==> src/rtl/shift_ctrl_pkg.sv <==
// Shared types and sizing helpers for the serial shift-register controller.
package shift_ctrl_pkg;

    typedef enum logic [1:0] {
        IDLE  = 2'd0,
        SHIFT = 2'd1,
        DONE  = 2'd2
    } shift_state_t;

    // Bits needed to count 0..n-1, never less than one.
    function automatic int unsigned cnt_width(input int unsigned n);
        return (n <= 2) ? 1 : $clog2(n);
    endfunction

    localparam int unsigned DEF_WIDTH  = 4;
    localparam int unsigned DEF_DIV    = 1;
    localparam int unsigned DEF_BIT_CW = cnt_width(DEF_WIDTH);
    localparam int unsigned DEF_DIV_CW = cnt_width(DEF_DIV);

endpackage

==> src/rtl/shift_reg_core.sv <==
// Parallel-load bidirectional shift register. dir=1 shifts toward the MSB (MSB is the head),
// dir=0 shifts toward the LSB (LSB is the head); ser_in enters at the opposite end.
module shift_reg_core
    import shift_ctrl_pkg::*;
#(
    parameter int unsigned WIDTH = DEF_WIDTH
) (
    input  logic             clk,
    input  logic             rst,
    input  logic             load,
    input  logic [WIDTH-1:0] load_data,
    input  logic             shift,
    input  logic             dir,
    input  logic             ser_in,
    output logic [WIDTH-1:0] q,
    output logic             head
);

    // Load has priority over shift.
    always_ff @(posedge clk) begin
        if (rst) begin
            q <= '0;
        end else if (load) begin
            q <= load_data;
        end else if (shift) begin
            q <= dir ? {q[WIDTH-2:0], ser_in} : {ser_in, q[WIDTH-1:1]};
        end
    end

    assign head = dir ? q[WIDTH-1] : q[0];

endmodule

==> src/rtl/shift_reg_ctrl.sv <==
// Sequencing controller: accepts a word, shifts it out on sout while shifting sin in,
// then presents the received word on rx_data with a one-cycle rx_valid pulse.
module shift_reg_ctrl
    import shift_ctrl_pkg::*;
#(
    parameter int unsigned WIDTH = DEF_WIDTH,
    parameter int unsigned DIV   = DEF_DIV
) (
    input  logic             clk,
    input  logic             rst,
    input  logic             in_valid,
    input  logic [WIDTH-1:0] in_data,
    input  logic             msb_first,
    output logic             in_ready,
    input  logic             abort,
    input  logic             sin,
    output logic             sout,
    output logic             sout_valid,
    output logic             busy,
    output logic [WIDTH-1:0] rx_data,
    output logic             rx_valid
);

    localparam int unsigned BitCw = cnt_width(WIDTH);
    localparam int unsigned DivCw = cnt_width(DIV);
    localparam logic [BitCw-1:0] BitLast = BitCw'(WIDTH - 1);
    localparam logic [DivCw-1:0] DivLast = DivCw'(DIV - 1);

    shift_state_t     state_q, state_d;
    logic [BitCw-1:0] bit_cnt_q, bit_cnt_d;
    logic [DivCw-1:0] div_cnt_q, div_cnt_d;
    logic             msb_q, msb_d;
    logic [WIDTH-1:0] rx_data_q, rx_data_d;
    logic             sout_q, sout_d;

    logic             accept;
    logic             tick;
    logic             last_tick;
    logic [WIDTH-1:0] core_q;
    logic             core_head;
    logic [WIDTH-1:0] shifted;

    assign in_ready  = (state_q == IDLE) && !abort;
    assign accept    = in_valid && in_ready;
    assign tick      = (state_q == SHIFT) && (div_cnt_q == DivLast);
    assign last_tick = tick && (bit_cnt_q == BitLast);
    // Register contents after this tick's shift; captured as the received word on the last tick.
    assign shifted   = msb_q ? {core_q[WIDTH-2:0], sin} : {sin, core_q[WIDTH-1:1]};

    shift_reg_core #(
        .WIDTH (WIDTH)
    ) u_core (
        .clk       (clk),
        .rst       (rst),
        .load      (accept),
        .load_data (in_data),
        .shift     (tick && !abort),
        .dir       (msb_q),
        .ser_in    (sin),
        .q         (core_q),
        .head      (core_head)
    );

    // Next-state, counter, capture and registered-sout logic.
    always_comb begin
        state_d   = state_q;
        bit_cnt_d = bit_cnt_q;
        div_cnt_d = div_cnt_q;
        msb_d     = msb_q;
        rx_data_d = rx_data_q;
        sout_d    = 1'b0;
        case (state_q)
            IDLE: begin
                if (accept) begin
                    state_d   = SHIFT;
                    msb_d     = msb_first;
                    bit_cnt_d = '0;
                    div_cnt_d = '0;
                    sout_d    = msb_first ? in_data[WIDTH-1] : in_data[0];
                end
            end
            SHIFT: begin
                if (abort) begin
                    state_d   = IDLE;
                    bit_cnt_d = '0;
                    div_cnt_d = '0;
                end else if (tick) begin
                    div_cnt_d = '0;
                    if (last_tick) begin
                        state_d   = DONE;
                        bit_cnt_d = '0;
                        rx_data_d = shifted;
                    end else begin
                        bit_cnt_d = bit_cnt_q + 1'b1;
                        // Head bit after the shift lands this edge.
                        sout_d    = msb_q ? core_q[WIDTH-2] : core_q[1];
                    end
                end else begin
                    div_cnt_d = div_cnt_q + 1'b1;
                    sout_d    = core_head;
                end
            end
            DONE: begin
                state_d = IDLE;
            end
            default: begin
                state_d = IDLE;
            end
        endcase
    end

    // State register with synchronous reset.
    always_ff @(posedge clk) begin
        if (rst) begin
            state_q   <= IDLE;
            bit_cnt_q <= '0;
            div_cnt_q <= '0;
            msb_q     <= 1'b0;
            rx_data_q <= '0;
            sout_q    <= 1'b0;
        end else begin
            state_q   <= state_d;
            bit_cnt_q <= bit_cnt_d;
            div_cnt_q <= div_cnt_d;
            msb_q     <= msb_d;
            rx_data_q <= rx_data_d;
            sout_q    <= sout_d;
        end
    end

    assign sout       = sout_q;
    assign sout_valid = (state_q == SHIFT);
    assign busy       = (state_q != IDLE);
    assign rx_valid   = (state_q == DONE);
    assign rx_data    = rx_data_q;

endmodule

==> config.mk <==
export PLATFORM = sky130hd
export DESIGN_NAME = shift_reg_ctrl
export DESIGN_NICKNAME = d
export VERILOG_FILES = /design/src/rtl/shift_ctrl_pkg.sv /design/src/rtl/shift_reg_core.sv /design/src/rtl/shift_reg_ctrl.sv
export SDC_FILE = /design/constraint.sdc
export NUM_CORES = 1
export LEC_CHECK = 0
export CAP_MARGIN = 10
export CELL_PAD_IN_SITES_DETAIL_PLACEMENT = 2
export CELL_PAD_IN_SITES_GLOBAL_PLACEMENT = 2
export CORE_MARGIN = 2
export CORE_UTILIZATION = 33
export CTS_BUF_LIST = sky130_fd_sc_hd__clkbuf_4 sky130_fd_sc_hd__clkbuf_8
export DETAILED_ROUTE_END_ITERATION = 10
export GPL_TIMING_DRIVEN = 0
export PLACE_DENSITY = 0.88
export SLEW_MARGIN = 25
export SYNTH_ARGS = -nofsm -noshare
export SYNTH_HDL_FRONTEND = slang
export SYNTH_SLANG_ARGS = --single-unit
==> constraint.sdc <==
create_clock -name clk -period 3.2 [get_ports clk]
set_input_delay 0.8 -clock clk [delete_from_list [all_inputs] [get_ports clk]]
set_output_delay 0.8 -clock clk [all_outputs]
set_load 0.1 [all_outputs]
==> run summary <==
Skew final: 0.00200 ns
Period utilization: 95.9%
CTS sink cnt: 15
Die area: 0.00290 mm^2
CP Class: input pin to output port
Place WS: 0.126 ns
Grt ovf: 0
#FFs+latches synth: 15
Max_cap viols: 0
Port Buf Inserts: 16
Util after Layout: 43.8%
Worst hold margin: 0.479 ns
Fraction of layout cells with a size suffix above 1: 20.0%
Register area share after synthesis: 36.6%
Initial antenna violation count: 0
Critical path endpoint category: output port
Post-Syn Area per Cell: 9.64 um^2
Pwr Density: 379 mW/mm^2
Cts hold-fix bufs: 0
Largest net degree at the start of global routing: 11
Chip Width: 53.8 um
Clk slew on worst S/H paths: 0.09 ns
Vias/cell: 5.42
CTS tree: built
Synth cell types: 31
Peak VDD IR: 0.000222 V
Total track usage: 19.7%
Max Buffers Root-to-Sink: 2
Starting Density: 34.0%
Post-Syn Area: 820 um^2
Antenna cells: 0
Synth-to-layout area growth: 28.7%
Fin Setup TNS: 0 ns
Commonest cells after routing, fill and taps aside: dfxtp_1, clkdlybuf4s50_1, nand2_1
H-tree levels: 1
Nets@finish: 117
Reg2reg setup slack: 1.43 ns
Syn Nets: 96
Via count: 732
Final hold vios: 0
Unrepaired setup endpoints after global routing: no
Final WS setup: 0.132 ns
Fin cells: 135
Routability cong.: 0.771
Setup crit start kind: input pin
Num CTS Buffers: 3
FMAX: 0.326 GHz
Critical path fanouts, max: 10
ANT nets after route: 0
Status: complete, no violations
Worst Hold Class: flop to flop
Core Area: 0.00241 mm^2
Latest clock arrival within the worst-skew pair: 0.29 ns
Avg WL per Cell: 18.1 um
Drc violations: 0
Critical Path RT: 2.40 ns
I/O pin count: 19
Final WL: 2440 um
Placed cells: 131
Detailed Routing Iterations Pass 1: 4
WP data arrival: 2.27 ns
Setup Viol. Count Final: 0
Fill cells: 261
FP Rows: 18
Pin slew with the least headroom to its limit: 0.971 ns
Vias in the first global route: 809
Ys Warns: 0
LEAKAGE: 0.411 nW
CTS Root Cell: clkbuf_4
Hpwl dp: 1900 um
Max Slew Vio Count: 0
Die height: 53.8 um
Post-Synthesis Cells: 85
Minimum clock period: 3.07 ns
Global-route wire length before repair: 4010 um
Starting DRT DRC Count: 9
Max-Slew Margin vs Limit: 35.0%
-- cell usage after synthesis --
master,number,area (um^2)
o22ai_1,4,25.0
mux4_2,1,22.5
nand2_1,7,26.3
and4b_2,1,11.3
nand3b_1,1,7.51
nand4b_1,2,17.5
or4b_4,1,13.8
nor4b_2,1,15.0
nor3_1,1,5.00
nor2_1,3,11.3
and3_1,1,6.26
o21ai_0,1,5.00
nand2b_1,3,18.8
mux2_2,2,22.5
inv_1,5,18.8
dfxtp_1,15,300
a311oi_1,4,35.0
mux2i_1,6,60.1
nand3_1,2,10.0
mux2_4,3,45.0
buf_2,3,15.0
a21oi_1,5,25.0
nor2b_1,2,12.5
a211oi_1,2,15.0
clkinv_1,1,3.75
or2_2,1,6.26
o221a_2,1,11.3
a2111o_1,1,11.3
ha_1,1,12.5
buf_6,2,22.5
clkbuf_1,2,7.51
-- stage by stage --
| step | power (mW) | area (um^2) |
|---|---|---|
| final | 0.399 | 1050 |
| after floorplan | 0.256 | 825 |
| after CTS | 0.402 | 1050 |
| after detailed placement | 0.282 | 1020 |
| after global routing | 0.418 | 1050 |
| after global placement | 0.278 | 1020 |
-- power by group --
group	switching, mW	total, mW	internal, mW
Clock	0.0649	0.122	0.0569
Combinational	0.0498	0.0842	0.0344
Sequential	0.00277	0.193	0.191
-- critical path: stages --
cell,delay (ns)
buf_2,0.16
nor3_2,0.15
clkdlybuf4s50_1,1.16
-- cell families after synthesis --
group | synth area share (%)
buffers and inverters | 8.24
DFF | 36.6
AOI/OAI and AO/OA | 15.6
adders and majority gates | 1.53
and+or+nand+nor | 19.7
muxes | 18.3
-- per-layer routing --
layer / share of wire, % / GRT usage (%) / wire length, um / vias to the layer above
met5: 0 / 0 / 0 / -
met2: 57 / 37.2 / 1390 / 12
met1: 40 / 22.2 / 982 / 368
li1: - / - / - / 350
met4: 0.45 / 6.41 / 11 / 0
met3: 2.4 / 2.78 / 59 / 2
-- path summary, 6_finish.rpt --
kind,start,end,cells past startpoint
setup reg to reg,state_q[0],rx_data[0],4
hold / removal,bit_cnt_q[1],bit_cnt_q[1],2
hold reg to reg,bit_cnt_q[1],bit_cnt_q[1],2
setup / recovery,abort,in_ready,3
-- flip-flops by register name (all words and copies together), names as in the netlist --
name	flops
bit_cnt_q	2
div_cnt_q	1
msb_q	1
rx_data	4
sout	1
state_q	2
u_core.q	4
-- cell type report --
cell class	instances	area, um^2	area share (%)
flip-flops and latches	15	300	28.5
multi-input cells	57	457	43.3
clock buffers	4	30.0	2.85
repair buffers	16	163	15.4
plain buffers	7	45.0	4.27
well taps	30	37.5	3.56
inverters	6	22.5	2.14
-- repair_timing --
action                     4_1_cts  5_1_grt
gates resized for setup          0        1
setup buffers                    0        0
setup endpoints to repair        0        1
Power figures use the tool's default switching activity.
